<file path="src/rtl/booth_r4_mul_seq_if.sv">
// Operand/product handshake bundle for the iterative radix-4 Booth multiplier.
// The master is the operand issuer plus result consumer; the slave is the multiplier.
interface booth_r4_mul_seq_if #(
    parameter int WIDTH = 16
);
    logic                 in_valid;
    logic                 in_ready;
    logic [WIDTH-1:0]     x;
    logic [WIDTH-1:0]     y;
    logic                 is_signed;
    logic                 out_valid;
    logic                 out_ready;
    logic [2*WIDTH-1:0]   out;
    logic                 busy;

    modport master (
        output in_valid, x, y, is_signed, out_ready,
        input  in_ready, out_valid, out, busy
    );

    modport slave (
        input  in_valid, x, y, is_signed, out_ready,
        output in_ready, out_valid, out, busy
    );
endinterface

</file>
<file path="src/rtl/booth_r4_mul_seq.sv">
// Iterative radix-4 Booth multiplier: one digit per clock, signed or unsigned per
// operation, fixed latency of WIDTH/2+2 cycles from accept to out_valid.
module booth_r4_mul_seq #(
    parameter int WIDTH = 16,
    parameter int CNT_W = $clog2(WIDTH/2+2)
) (
    input  logic               clk,
    input  logic               reset,
    booth_r4_mul_seq_if.slave  bus
);
    localparam int ACC_W = 2*WIDTH + 4;
    localparam int YE_W  = WIDTH + 3;
    localparam logic [CNT_W-1:0] NDIG = CNT_W'(WIDTH/2 + 1);

    localparam logic [1:0] S_IDLE = 2'd0;
    localparam logic [1:0] S_BUSY = 2'd1;
    localparam logic [1:0] S_DONE = 2'd2;

    if ((WIDTH % 2) != 0 || WIDTH < 4) begin : g_bad_width
        $error("booth_r4_mul_seq: WIDTH must be even and >= 4");
    end

    logic [1:0]               state;
    logic [CNT_W-1:0]         cnt;
    logic signed [ACC_W-1:0]  xsh;
    logic signed [ACC_W-1:0]  acc;
    logic [YE_W-1:0]          ysh;
    logic [2*WIDTH-1:0]       prod;
    logic                     ext_x;
    logic                     ext_y;

    // Partial product for one Booth triplet; xs already carries the digit weight.
    function automatic logic signed [ACC_W-1:0] booth_pp(
        input logic [2:0]               trip,
        input logic signed [ACC_W-1:0]  xs
    );
        case (trip)
            3'b001, 3'b010: return xs;
            3'b011:         return xs <<< 1;
            3'b100:         return -(xs <<< 1);
            3'b101, 3'b110: return -xs;
            default:        return '0;
        endcase
    endfunction

    assign ext_x = bus.is_signed & bus.x[WIDTH-1];
    assign ext_y = bus.is_signed & bus.y[WIDTH-1];

    assign bus.in_ready  = (state == S_IDLE);
    assign bus.out_valid = (state == S_DONE);
    assign bus.busy      = (state == S_BUSY);
    assign bus.out       = prod;

    always_ff @(posedge clk or negedge reset) begin
        if (!reset) begin
            state <= S_IDLE;
            cnt   <= '0;
            xsh   <= '0;
            ysh   <= '0;
            acc   <= '0;
            prod  <= '0;
        end else begin
            case (state)
                S_IDLE: begin
                    if (bus.in_valid) begin
                        xsh   <= {{(ACC_W-WIDTH){ext_x}}, bus.x};
                        ysh   <= {ext_y, ext_y, bus.y, 1'b0};
                        acc   <= '0;
                        cnt   <= '0;
                        state <= S_BUSY;
                    end
                end
                S_BUSY: begin
                    // Multiplicand walks left two bits per digit instead of a barrel shift.
                    if (cnt == NDIG) begin
                        prod  <= acc[2*WIDTH-1:0];
                        state <= S_DONE;
                    end else begin
                        acc <= acc + booth_pp(ysh[2:0], xsh);
                        xsh <= xsh <<< 2;
                        ysh <= ysh >> 2;
                        cnt <= cnt + 1'b1;
                    end
                end
                S_DONE: begin
                    if (bus.out_ready) state <= S_IDLE;
                end
                default: state <= S_IDLE;
            endcase
        end
    end
endmodule

</file>
<file path="src/flat_wrapper.sv">
// flat-port wrapper written by rule: the top's interface ports become plain ports
module booth_r4_mul_seq_flat 
#(
    parameter int WIDTH = 16,
    parameter int CNT_W = $clog2(WIDTH/2+2)
)
  (clk, reset, bus_in_valid, bus_x, bus_y, bus_is_signed, bus_out_ready, bus_in_ready, bus_out_valid, bus_out, bus_busy);
  booth_r4_mul_seq_if #(.WIDTH(WIDTH)) bus_i ();
  input  logic clk;
  input  logic reset;
  input wire logic [$bits(bus_i.in_valid)-1:0] bus_in_valid;
  input wire logic [$bits(bus_i.x)-1:0] bus_x;
  input wire logic [$bits(bus_i.y)-1:0] bus_y;
  input wire logic [$bits(bus_i.is_signed)-1:0] bus_is_signed;
  input wire logic [$bits(bus_i.out_ready)-1:0] bus_out_ready;
  output wire logic [$bits(bus_i.in_ready)-1:0] bus_in_ready;
  output wire logic [$bits(bus_i.out_valid)-1:0] bus_out_valid;
  output wire logic [$bits(bus_i.out)-1:0] bus_out;
  output wire logic [$bits(bus_i.busy)-1:0] bus_busy;
  assign bus_i.in_valid = bus_in_valid;
  assign bus_i.x = bus_x;
  assign bus_i.y = bus_y;
  assign bus_i.is_signed = bus_is_signed;
  assign bus_i.out_ready = bus_out_ready;
  assign bus_in_ready = bus_i.in_ready;
  assign bus_out_valid = bus_i.out_valid;
  assign bus_out = bus_i.out;
  assign bus_busy = bus_i.busy;
  booth_r4_mul_seq #(.WIDTH(WIDTH), .CNT_W(CNT_W)) u_core (.clk(clk), .reset(reset), .bus(bus_i));
endmodule
</file>
<file path="config.mk">
export PLATFORM = sky130hd
export DESIGN_NAME = booth_r4_mul_seq_flat
export DESIGN_NICKNAME = d
export VERILOG_FILES = /design/src/rtl/booth_r4_mul_seq_if.sv /design/src/rtl/booth_r4_mul_seq.sv /design/src/flat_wrapper.sv
export SDC_FILE = /design/constraint.sdc
export NUM_CORES = 1
export LEC_CHECK = 0
export BUFFER_PORTS_ARGS = -buffer_cell sky130_fd_sc_hd__buf_2
export CORE_UTILIZATION = 35
export CTS_CLUSTER_DIAMETER = 100
export CTS_CLUSTER_SIZE = 16
export DETAILED_ROUTE_END_ITERATION = 12
export PLACE_DENSITY = 0.57
export SETUP_SLACK_MARGIN = 0.1
export SLEW_MARGIN = 20
export SYNTH_ARGS = -nofsm -noshare
export SYNTH_HDL_FRONTEND = slang
export SYNTH_SLANG_ARGS = --single-unit
</file>
<file path="constraint.sdc">
create_clock -name clk -period 4.9 [get_ports clk]
set_clock_uncertainty 0.1 [all_clocks]
set_input_delay 0.49 -clock clk [delete_from_list [all_inputs] [get_ports clk]]
set_output_delay 0.49 -clock clk [all_outputs]
set_load 0.02 [all_outputs]
</file>
# Word-level counts from Yosys, hierarchy flattened
# Cells that the tools add are included.
word_totals:
  n_memories: 0
  wordCells: 51
  rom_bits: 0
  ramBits: 0
  latch_bits: 0
  ff_bits: 129
op_classes:
  mul: 0
  reduce_logical: 7
  n_mux: 19
  div: 0
  n_shift: 0
  n_eq_ne: 13
  add_sub_neg: 4
  bitwise: 2
  magnitude_cmp: 0
ops:
  columns: ["op", "n"]
  rows:
  - ["two-way mux 36 bit", 6]
  - ["one-hot mux 36 bit (2 select lines)", 2]
  - ["one-hot mux 36 bit (4 select lines)", 1]
  - ["negation 36 bit", 2]
  - ["two-way mux 19 bit", 2]
  - ["one-hot mux 19 bit (2 select lines)", 1]
  - ["adder 36 bit", 1]
  - ["equality test 3 bit (second input constant)", 3]
  - ["two-way mux 4 bit", 2]
  - ["one-hot mux 4 bit (2 select lines)", 1]
  - ["equality test 3 x 2 -> 1 bit (second input constant)", 2]
  - ["two-way mux 2 bit", 3]
  - ["!= test 2 bit (second input constant)", 3]
  - ["one-hot mux 2 bit (3 select lines)", 1]
  - ["AND reduction 3 bit", 2]
  - ["adder 4 x 1 -> 4 bit (second input constant)", 1]
  - ["equality test 4 bit (second input constant)", 1]
  - ["OR reduction 2 bit", 2]
  - ["equality test 3 x 1 -> 1 bit (second input constant)", 1]
  - ["AND 1 bit", 2]
  - ["equality test 2 x 1 -> 1 bit (second input constant)", 1]
  - ["equality test 2 bit (second input constant)", 1]
  - ["logical NOT 2 bit", 1]
  - ["!= test 2 x 1 -> 1 bit (second input constant)", 1]
  - ["2 further kinds", 2]

# Depth between registers and ports, before layout
# Gate-level depths: netlist of the first run.
logic_depth:
  ltp_word: 8
  depth_mapped: 19
  ltp_nobuf: 19

# Worst setup path after synthesis of the first run
# No wires, ideal clock.
synth_path:
  path_type: "register -> register"
  from: "register u_core.xsh[0]"
  to: "register u_core.acc[31]"
  t_arrival_ns: 4.793
  path_buffers: 0
  path_stages_with_launch: 20
  setup_slack_ns: -0.119
  period_less_slack_ns: 5.019
  cell_sequence: "dfrtp_1 inv_1 ha_1 or3b_2 nor3_1 nand3_1 or3_1 nand2_1 xnor2_1 a22oi_1 o21ai_0 ha_1 a21oi_1 o21ai_0 o21ai_0 a311oi_1 nor3_1 or4_4 and4_4 a221o_1"
synth_between:
  elab_chain_cells: 7
  elab_cells_between_ends: 8
synth_rtl:
  columns: ["element", "line_no", "source"]
  rows:
  - ["from (decl)", "booth_r4_mul_seq.sv:25", "logic signed [ACC_W-1:0] xsh;"]
  - ["from (signal assigned)", "booth_r4_mul_seq.sv:66", "xsh <= {{(ACC_W-WIDTH){ext_x}}, bus.x};"]
  - ["from (signal assigned)", "booth_r4_mul_seq.sv:80", "xsh <= xsh <<< 2;"]
  - ["negation 36 bit (on tied branches)", "booth_r4_mul_seq.sv:41, booth_r4_mul_seq.sv:40", null]
  - ["one-hot mux 36 bit (4 select lines) *", "booth_r4_mul_seq.sv:37", "case (trip)"]
  - ["two-way mux 36 bit *", "booth_r4_mul_seq.sv:75", "if (cnt == NDIG) begin"]
  - ["two-way mux 36 bit *", "booth_r4_mul_seq.sv:63", "case (state)"]
  - ["adder 36 bit *", "booth_r4_mul_seq.sv:79", "acc <= acc + booth_pp(ysh[2:0], xsh);"]
  - ["two-way mux 36 bit *", "booth_r4_mul_seq.sv:75", null]
  - ["one-hot mux 36 bit (2 select lines) *", "booth_r4_mul_seq.sv:63", null]
  - ["to (signal assigned)", "booth_r4_mul_seq.sv:79", null]
  - ["to (decl)", "booth_r4_mul_seq.sv:26", "logic signed [ACC_W-1:0] acc;"]
# Mark *: on every way between the ends. The rest lies on a longest branch, timed or not. The select of a mux whose other input is x is not followed.
# A chain may end at the register's enable or synchronous reset.

# Worst setup path in the final report of the first run
layout_path:
  from: "register u_core.xsh[12]"
  to: "register u_core.acc[31]"
# Same word-level chain as after synthesis.

==> results of run 1 <==
==> area by class of cell <==
class | instances | area (sq um) | area share
Clock buffer | 17 | 425 | 0.0404
Clock inverter | 15 | 215 | 0.0204
Inverter | 25 | 93.8 | 0.00891
Multi-Input combinational cell | 781 | 5200 | 0.494
Sequential cell | 120 | 3000 | 0.285
Tap cell | 313 | 392 | 0.0372
Timing Repair Buffer | 180 | 1200 | 0.114
==> synth_stat cells (5+ instances only) <==
library cell    n
o221ai_1        5
a221oi_1        8
and3_1          5
nand2b_1        9
nand2_1       132
nor2b_1         5
a211oi_1        5
o31ai_1         5
a21oi_1        46
a21o_1         11
ha_1           34
nor3_1         20
a31oi_1        36
nand4_1         6
buf_1           5
clkbuf_1       70
a22oi_1        26
inv_1          24
o211ai_1        7
xor2_1         25
nand3_1        68
mux2_2         32
or3_1          14
xnor2_1        32
dfrtp_1       120
nor4_1          7
nor2_1         89
o21ai_0        80
o21a_1          9
==> worst max-delay path by stage <==
stage,start,endpoint,slack (ns),cells past startpoint
finish,u_core.xsh[12]$_DFFE_PN0P_,u_core.acc[31]$_DFFE_PN0P_,0.12,15
global route,u_core.xsh[12]$_DFFE_PN0P_,u_core.acc[31]$_DFFE_PN0P_,-0.03,15
CTS,u_core.xsh[8]$_DFFE_PN0P_,u_core.acc[31]$_DFFE_PN0P_,0.03,15
detailed placement,u_core.xsh[0]$_DFFE_PN0P_,u_core.acc[31]$_DFFE_PN0P_,-0.18,19
global placement,u_core.xsh[12]$_DFFE_PN0P_,u_core.acc[31]$_DFFE_PN0P_,-0.05,18
floorplan,u_core.xsh[0]$_DFFE_PN0P_,u_core.acc[31]$_DFFE_PN0P_,0.14,19
==> worst max-delay path: stages (launching register included) <==
cell and delay, ns:
dfrtp_1 0.38, or4_4 0.55, or4_4 0.57, or2_4 0.30
or3_4 0.36, buf_4 0.16, o31ai_4 0.22, xnor2_2 0.13
a221oi_1 0.28, a31oi_1 0.11, ha_1 0.24, or3_1 0.36
nor3_4 0.23, o211ai_1 0.14, and4_4 0.23, a221o_1 0.31
==> cell families after synthesis <==
logic type / share of synthesized area
AO/OA/AOI/OAI: 0.208
XOR/XNOR: 0.0604
adder cells (fa/ha/maj): 0.0539
buffers and inverters: 0.0492
flip-flops: 0.364
multiplexers: 0.0485
AND/OR/NAND/NOR: 0.216
==> registers in the layout (all words and copies together), names as in the netlist <==
name            cells
u_core.xsh         32
u_core.cnt          4
u_core.state        2
u_core.bus.out     32
u_core.acc         32
u_core.ysh         18
==> layout by cell type, fill, tap and decap left out, drive strengths merged, types with 4 or more instances in the layout <==
cell type,instances
nor3,21
xor2,25
nand3,68
o31ai,5
a221oi,8
nand4,6
nor2b,5
and4,4
or2,4
and3,5
clkinv,6
buf,180
o22ai,4
o21a,9
nand2,132
o21ai,80
or3,16
o311ai,5
mux2,32
dfrtp,120
o221ai,5
a211oi,5
a21oi,46
nand2b,9
nor4,7
clkbuf,17
nor2,89
and2,5
mux2i,4
a21o,11
inv,30
ha,34
or4,6
o211ai,7
a31oi,36
xnor2,32
bufinv,4
a22oi,26
==> metrics by stage <==
step	utilization	setup WS, ns	area [sq um]	hold slack, ns	TNS [ns]
after floorplan	-	0.138	8280	0.0944	0
after global placement	0.413	-0.0505	9470	0.368	-0.0574
after detailed placement	0.413	-0.184	9470	0.375	-0.184
after CTS	0.443	0.0310	10200	0.0803	0
after global routing	0.460	-0.0302	10500	0.100	-0.0302
final	0.460	0.117	10500	0.0307	0
==> per-layer routing <==
metal / vias up / part of all wire / track usage
met5: - / 0 / 0
met4: 0 / 0.012 / 0.0612
met3: 20 / 0.042 / 0.0314
met2: 179 / 0.47 / 0.333
met1: 3771 / 0.47 / 0.288
li1: 3862 / - / -
==> repair_timing <==
item / in CTS / in global routing
endpoints found under the setup margin: 6 / 9
pin swaps: 2 / 42
buffers inserted: 1 / 8
gates resized for setup: 7 / 73
endpoints found under the hold margin: 0 / 0
==> impl_metrics.toml, run 1 <==
[sta]
slew_violations = 0
setup_violations = 0
tightest_slew_ns = 1.10
timing.slew.headroom = 0.262
finalHoldViolations = 0
finalCritPeriodShare = 0.976
max_clock_freq_mhz = 209
rsz0062_at_grt = "yes"
min_period_ns = 4.78

[route]
wl_microns = 24500
drt.antenna.violating_nets = 0
drc = 0
drt_iter0_markers = 560
vias = 7832
vias_per_cell = 5.40
post_drt_wl_per_cell_microns = 16.9
firstDrtPassIters = 5

[global_route]
grt_pass1_vias = 7414
grt_first_pass_wirelength_microns = 39400
grt_max_degree = 60
antenna_found_initial = 0
grt.total_usage = 0.207
overflow = 0

[cts]
clk_latency_ns = 0.42
cts_root_buffer = "clkbuf_16"
htreeDepth = 4
numCtsBuffers = 17
cts_tree = "yes"
clk_path_buf_depth = 2
path_clk_slew_ns = 0.06
ctsHoldBuffers = 0
cts_sinks = 120

[layout]
stdcell_count = 1451
syn_to_final_growth_pct = 27.5
fillCellCount = 2219
antenna_cells = 0
final_nets = 1197
drive_above_1_share = 0.279

[setup_path]
worstSetupPathType = "flip-flop to flip-flop"
cp_data_required_time_ns = 5.10
crit_arrival_ns = 4.98
reg2reg_from = "u_core.xsh[12]$_DFFE_PN0P_"
rr_worst_depth = 15
rrSetupSlack_ns = 0.12
crit_path_start_kind = "flip-flop"
cp-end-kind = "flip-flop"
reg2reg_to = "u_core.acc[31]$_DFFE_PN0P_"
cp_max_fo = 5

[synthesis]
ys_ff_latch = 120
synth_top_area_cell = "dfrtp_1"
synth.top_cell.area_share = 0.364
syn_area_per_cell_sq_um = 8.22
synthTopCellsByArea = "dfrtp_1, nand2_1, ha_1, o21ai_0, mux2_2"
ys_seq_area_frac = 0.364
synth_area_sq_mm = 0.00826
yosysWarnings = 0
syn-num-nets = 1077
ys_types = 68
async_flop_share = 1.00
synth_flop_cell = "dfrtp_1"
netlist_instances = 1005
synth_edf_count = 0

[floorplanning]
core_sq_mm = 0.0229
die_w_microns = 156
io-pin-count = 72
placementRows = 55
initial_core_util = 0.360
die_h_microns = 156
die_area_sq_mm = 0.0242

[worst_hold_path]
hp-class = "input port to async pin"

[place]
port_buffers = 71
dp.cells = 1409
gp_congestion = 0.920
dp_hpwl_microns = 17100

[status]
status = "completed"

[flow_run]
max-cap-violations = 0
Power of run 1 is left out: the tool's default activity adds up to more than one toggle a clock period on the data nets, which glitch-free logic cannot reach.
==> run 2, diff against run 1 <==
--- a/config.mk
+++ b/config.mk
@@ -8,2 +8,3 @@
 export BUFFER_PORTS_ARGS = -buffer_cell sky130_fd_sc_hd__buf_2
+export CORE_ASPECT_RATIO = 1.4
 export CORE_UTILIZATION = 35
==> constraint.sdc (replaced) <==
create_clock -name clk -period 4.9 [get_ports clk]
set_clock_uncertainty 0.1 [all_clocks]
set_input_delay 0.98 -clock clk [delete_from_list [all_inputs] [get_ports clk]]
set_output_delay 0.98 -clock clk [all_outputs]
set_load 0.02 [all_outputs]
==> impl_metrics.toml, run 2 (synthesis gave the netlist of run 1 again) <==
[layout]
final_common_cell = "nand2_1"
final_nets = 1198
mostFrequentLayoutCells = "nand2_1, dfrtp_1, buf_4"
stdcell_area_sq_mm = 0.0104
syn_to_final_growth_pct = 26.2
antenna_cells = 0
drive_above_1_share = 0.268
final_util = 0.449

[place]
dp_hpwl_microns = 17200
port_buffers = 71
placed_cell_area_sq_mm = 0.00950
gp_congestion = 0.912

[sta]
timing.slew.headroom = 0.408
tightest_slew_ns = 0.885
slew_violations = 0
finalCritPeriodShare = 0.940
finalHoldViolations = 0
min_period_ns = 4.60
setup_violations = 0
max_clock_freq_mhz = 217
rsz0062_at_grt = "no"

[setup_path]
cp_data_required_time_ns = 5.11
cp_max_fo = 5
rr_worst_depth = 16
critPathCapture = "u_core.acc[31]$_DFFE_PN0P_"
cp-end-kind = "flip-flop"
crit_path_start_kind = "flip-flop"
startpoint = "u_core.xsh[12]$_DFFE_PN0P_"
rrSetupSlack_ns = 0.30
reg2reg_from = "u_core.xsh[12]$_DFFE_PN0P_"
crit_arrival_ns = 4.81
reg2reg_to = "u_core.acc[31]$_DFFE_PN0P_"
worstSetupPathType = "flip-flop to flip-flop"

[route]
firstDrtPassIters = 5
vias = 7796
drt.antenna.violating_nets = 0
drt_iter0_markers = 377
drc = 0
vias_per_cell = 5.40
wl_microns = 23800
post_drt_wl_per_cell_microns = 16.5

[worst_hold_path]
worstHoldStart = "u_core.bus.out[11]$_DFFE_PN0P_"
hp-class = "flip-flop to flip-flop"

[global_route]
grt_pass1_vias = 7672
grt.total_usage = 0.202
overflow = 0
grt_first_pass_wirelength_microns = 39100
grt_max_degree = 65
antenna_found_initial = 0

[floorplanning]
core_sq_mm = 0.0232
io-pin-count = 72
initial_core_util = 0.356
die_h_microns = 184
die_w_microns = 132
die_area_sq_mm = 0.0242
placementRows = 66

[cts]
cts_sinks = 120
cts_tree = "yes"
clk_path_buf_depth = 2
clk_latency_ns = 0.43
cts_root_buffer = "clkbuf_16"
htreeDepth = 4
path_clk_slew_ns = 0.06
numCtsBuffers = 17

[flow_run]
max-cap-violations = 0

[status]
status = "completed"
[run 2: cell count changes in the layout (fill, tap and decap cells not counted), moves of 3 or more]
cell | before | now
o21ai_2 | 7 | 4
o21ai_0 | 66 | 71
inv_6 | 4 | 0
clkinv_4 | 5 | 0
clkinvlp_4 | 0 | 6
[run 2: worst min path at each step]
stage / end / cells past startpoint
global placement: u_core.ysh[17]$_DFFE_PN0P_ / 2
CTS: u_core.ysh[17]$_DFFE_PN0P_ / 2
floorplan: u_core.ysh[17]$_DFFE_PN0P_ / 2
detailed placement: u_core.bus.out[11]$_DFFE_PN0P_ / 1
global route: u_core.bus.out[23]$_DFFE_PN0P_ / 1
finish: u_core.bus.out[11]$_DFFE_PN0P_ / 1
[run 2: metal layers]
layer | wire, microns | global-route usage | up-vias
met5 | 0 | 0 | -
met4 | 730 | 0.0907 | 0
met3 | 773 | 0.0356 | 40
met2 | 11900 | 0.349 | 149
met1 | 10400 | 0.244 | 3744
li1 | - | - | 3863
[run 2: final cells by class]
cell class,count,area (sq um)
clock buffer,20,457
clock inverter,12,150
fill,2265,12800
inverter,25,93.8
multi-input combinational,781,5110
sequential,120,3000
tap,306,383
timing repair buffer,181,1220
[run 2: stage by stage]
| step | setup slack, ns | setup TNS [ns] | cells | hold WS [ns] |
|---|---|---|---|---|
| after floorplan | 0.138 | 0 | 1005 | 0.350 |
| after global placement | -0.0586 | -0.0586 | 1406 | 0.364 |
| after detailed placement | -0.100 | -0.100 | 1406 | 0.391 |
| after CTS | 0.0773 | 0 | 1438 | 0.401 |
| after global routing | 0.0738 | 0 | 1445 | 0.411 |
| final | 0.296 | 0 | 1445 | 0.398 |
[run 2: repair_timing]
item,CTS,global route
setup buffers,0,6
endpoints found under the setup margin,3,13
pin swaps,1,26
hold buffers,0,0
endpoints found under the hold margin,0,0
gates resized for setup,5,55
[run 2: critical path, cell delays in order, from the launching register on]
cell	delay [ns]
dfrtp_1	0.38
or4_4	0.58
or4_4	0.47
or2_2	0.36
o21ai_1	0.16
xnor2_1	0.10
a22oi_1	0.20
o21ai_1	0.11
ha_1	0.33
nand3_2	0.10
nor2_4	0.14
nand3_1	0.14
a311oi_4	0.30
nor3_2	0.09
or4_4	0.42
and4_4	0.19
a221o_1	0.30
Power of run 2 is left out for the same reason.
==> run 3, diff against run 2 <==
--- a/constraint.sdc
+++ b/constraint.sdc
@@ -4,2 +4,2 @@
 set_output_delay 0.98 -clock clk [all_outputs]
-set_load 0.02 [all_outputs]
+set_load 0.1 [all_outputs]
==> impl_metrics.toml, run 3 (synthesis gave the netlist of run 1 again) <==
[status]
status = "completed"

[cts]
path_clk_slew_ns = 0.06
ctsHoldBuffers = 0
cts_sinks = 120
cts_tree = "yes"
cts_root_buffer = "clkbuf_16"
clk_path_buf_depth = 2
htreeDepth = 4
clk_latency_ns = 0.44
numCtsBuffers = 17

[layout]
final_nets = 1198
stdcell_area_sq_mm = 0.0104
stdcell_count = 1445
drive_above_1_share = 0.265
final_common_cell = "nand2_1"
final_util = 0.448
seqCellArea_sq_mm = 0.00300
multi_input_area_sq_mm = 0.00509
fillCellCount = 2293
antenna_cells = 0
syn_to_final_growth_pct = 25.8
mostFrequentLayoutCells = "nand2_1, dfrtp_1, buf_4"

[setup_path]
crit_path_start_kind = "flip-flop"
path_cells = "or3_1 > or4_4 > or2_2 > or3_4 > o31ai_2 > xnor2_1 > a221oi_1 > a31oi_1 > ha_1 > o21a_1 > nor2_1 > or4_4 > and4_4 > a221o_1"
crit_arrival_ns = 4.86
cp_max_fo = 6
crit_cells = 14
crit_top_cell = "or4_4"
slowest_stage = "or4_4"
cp-end-kind = "flip-flop"
crit_buf_inv = 0
max_stage_delay_ns = 0.56
rr_worst_depth = 14
worstSetupPathType = "flip-flop to flip-flop"
cp_data_required_time_ns = 5.12
cp_top_family = "simple AND/OR/NAND/NOR gates"

[sta]
setup_ws_ns = 0.257
finalCritPeriodShare = 0.948
timing.slew.headroom = 0.468
tightest_slew_ns = 0.796
rsz0062_at_grt = "yes"
max_clock_freq_mhz = 215
setup_violations = 0
finalHoldViolations = 0
slew_violations = 0
min_period_ns = 4.64

[floorplanning]
initial_core_util = 0.356
placementRows = 66
die_w_microns = 132
core_sq_mm = 0.0232
die_h_microns = 184
die_area_sq_mm = 0.0242
io-pin-count = 72

[place]
dp.cells = 1399
port_buffers = 71
placed_cell_area_sq_mm = 0.00946
pre_cts_slack_ns = -0.0865
dp_hpwl_microns = 17200
gp_congestion = 0.897

[global_route]
grt_max_degree = 65
antenna_found_initial = 0
overflow = 0
grt_first_pass_wirelength_microns = 39100
grt_pass1_vias = 7567
grt.total_usage = 0.202

[route]
drc = 0
post_drt_wl_per_cell_microns = 16.4
wl_microns = 23700
drt.antenna.violating_nets = 0
vias_per_cell = 5.42
firstDrtPassIters = 5
vias = 7837
drt_iter0_markers = 437

[flow_run]
max-cap-violations = 0

[worst_hold_path]
hp-class = "flip-flop to flip-flop"
min_path_cells = 1
run 3: final timing paths:
path / start / end / slack [ns]
min in group asynchronous: reset / u_core.bus.out[26]$_DFFE_PN0P_ / 0.50
worst min register to register: u_core.bus.out[20]$_DFFE_PN0P_ / u_core.bus.out[20]$_DFFE_PN0P_ / 0.40
max in group asynchronous: reset / u_core.acc[1]$_DFFE_PN0P_ / 3.40
worst max register to register: u_core.xsh[8]$_DFFE_PN0P_ / u_core.acc[31]$_DFFE_PN0P_ / 0.26
worst max-delay path: u_core.xsh[8]$_DFFE_PN0P_ / u_core.acc[31]$_DFFE_PN0P_ / 0.26
worst min-delay path: u_core.bus.out[20]$_DFFE_PN0P_ / u_core.bus.out[20]$_DFFE_PN0P_ / 0.40
run 3: layout make-up:
type	count	area share
multi-input combinational	781	0.490
clock inverter	11	0.00939
clock buffer	21	0.0462
sequential	120	0.289
inverter	25	0.00903
timing repair buffer	181	0.119
tap	306	0.0369
run 3: through the flow:
| step | hold slack, ns | TNS (ns) |
|---|---|---|
| 2_1_floorplan | 0.350 | 0 |
| 3_3_place_gp | 0.365 | -0.0354 |
| 3_5_place_dp | 0.391 | -0.0865 |
| 4_1_cts | 0.403 | 0 |
| 5_1_grt | 0.409 | 0 |
| 6_report | 0.397 | 0 |
run 3: repair_timing:
item / in CTS / in global routing
setup buffers: 0 / 13
pin swaps: 0 / 34
gates resized for setup: 3 / 55
setup endpoints to repair: 2 / 12
run 3: metal layers:
| metal | vias up | global-route usage | routed length (microns) | part of all wire |
|---|---|---|---|---|
| li1 | 3874 | - | - | - |
| met1 | 3733 | 0.246 | 10300 | 0.44 |
| met2 | 189 | 0.351 | 11900 | 0.50 |
| met3 | 41 | 0.0303 | 828 | 0.035 |
| met4 | 0 | 0.0949 | 690 | 0.029 |
| met5 | - | 0 | 0 | 0 |
Power of run 3 is left out for the same reason.
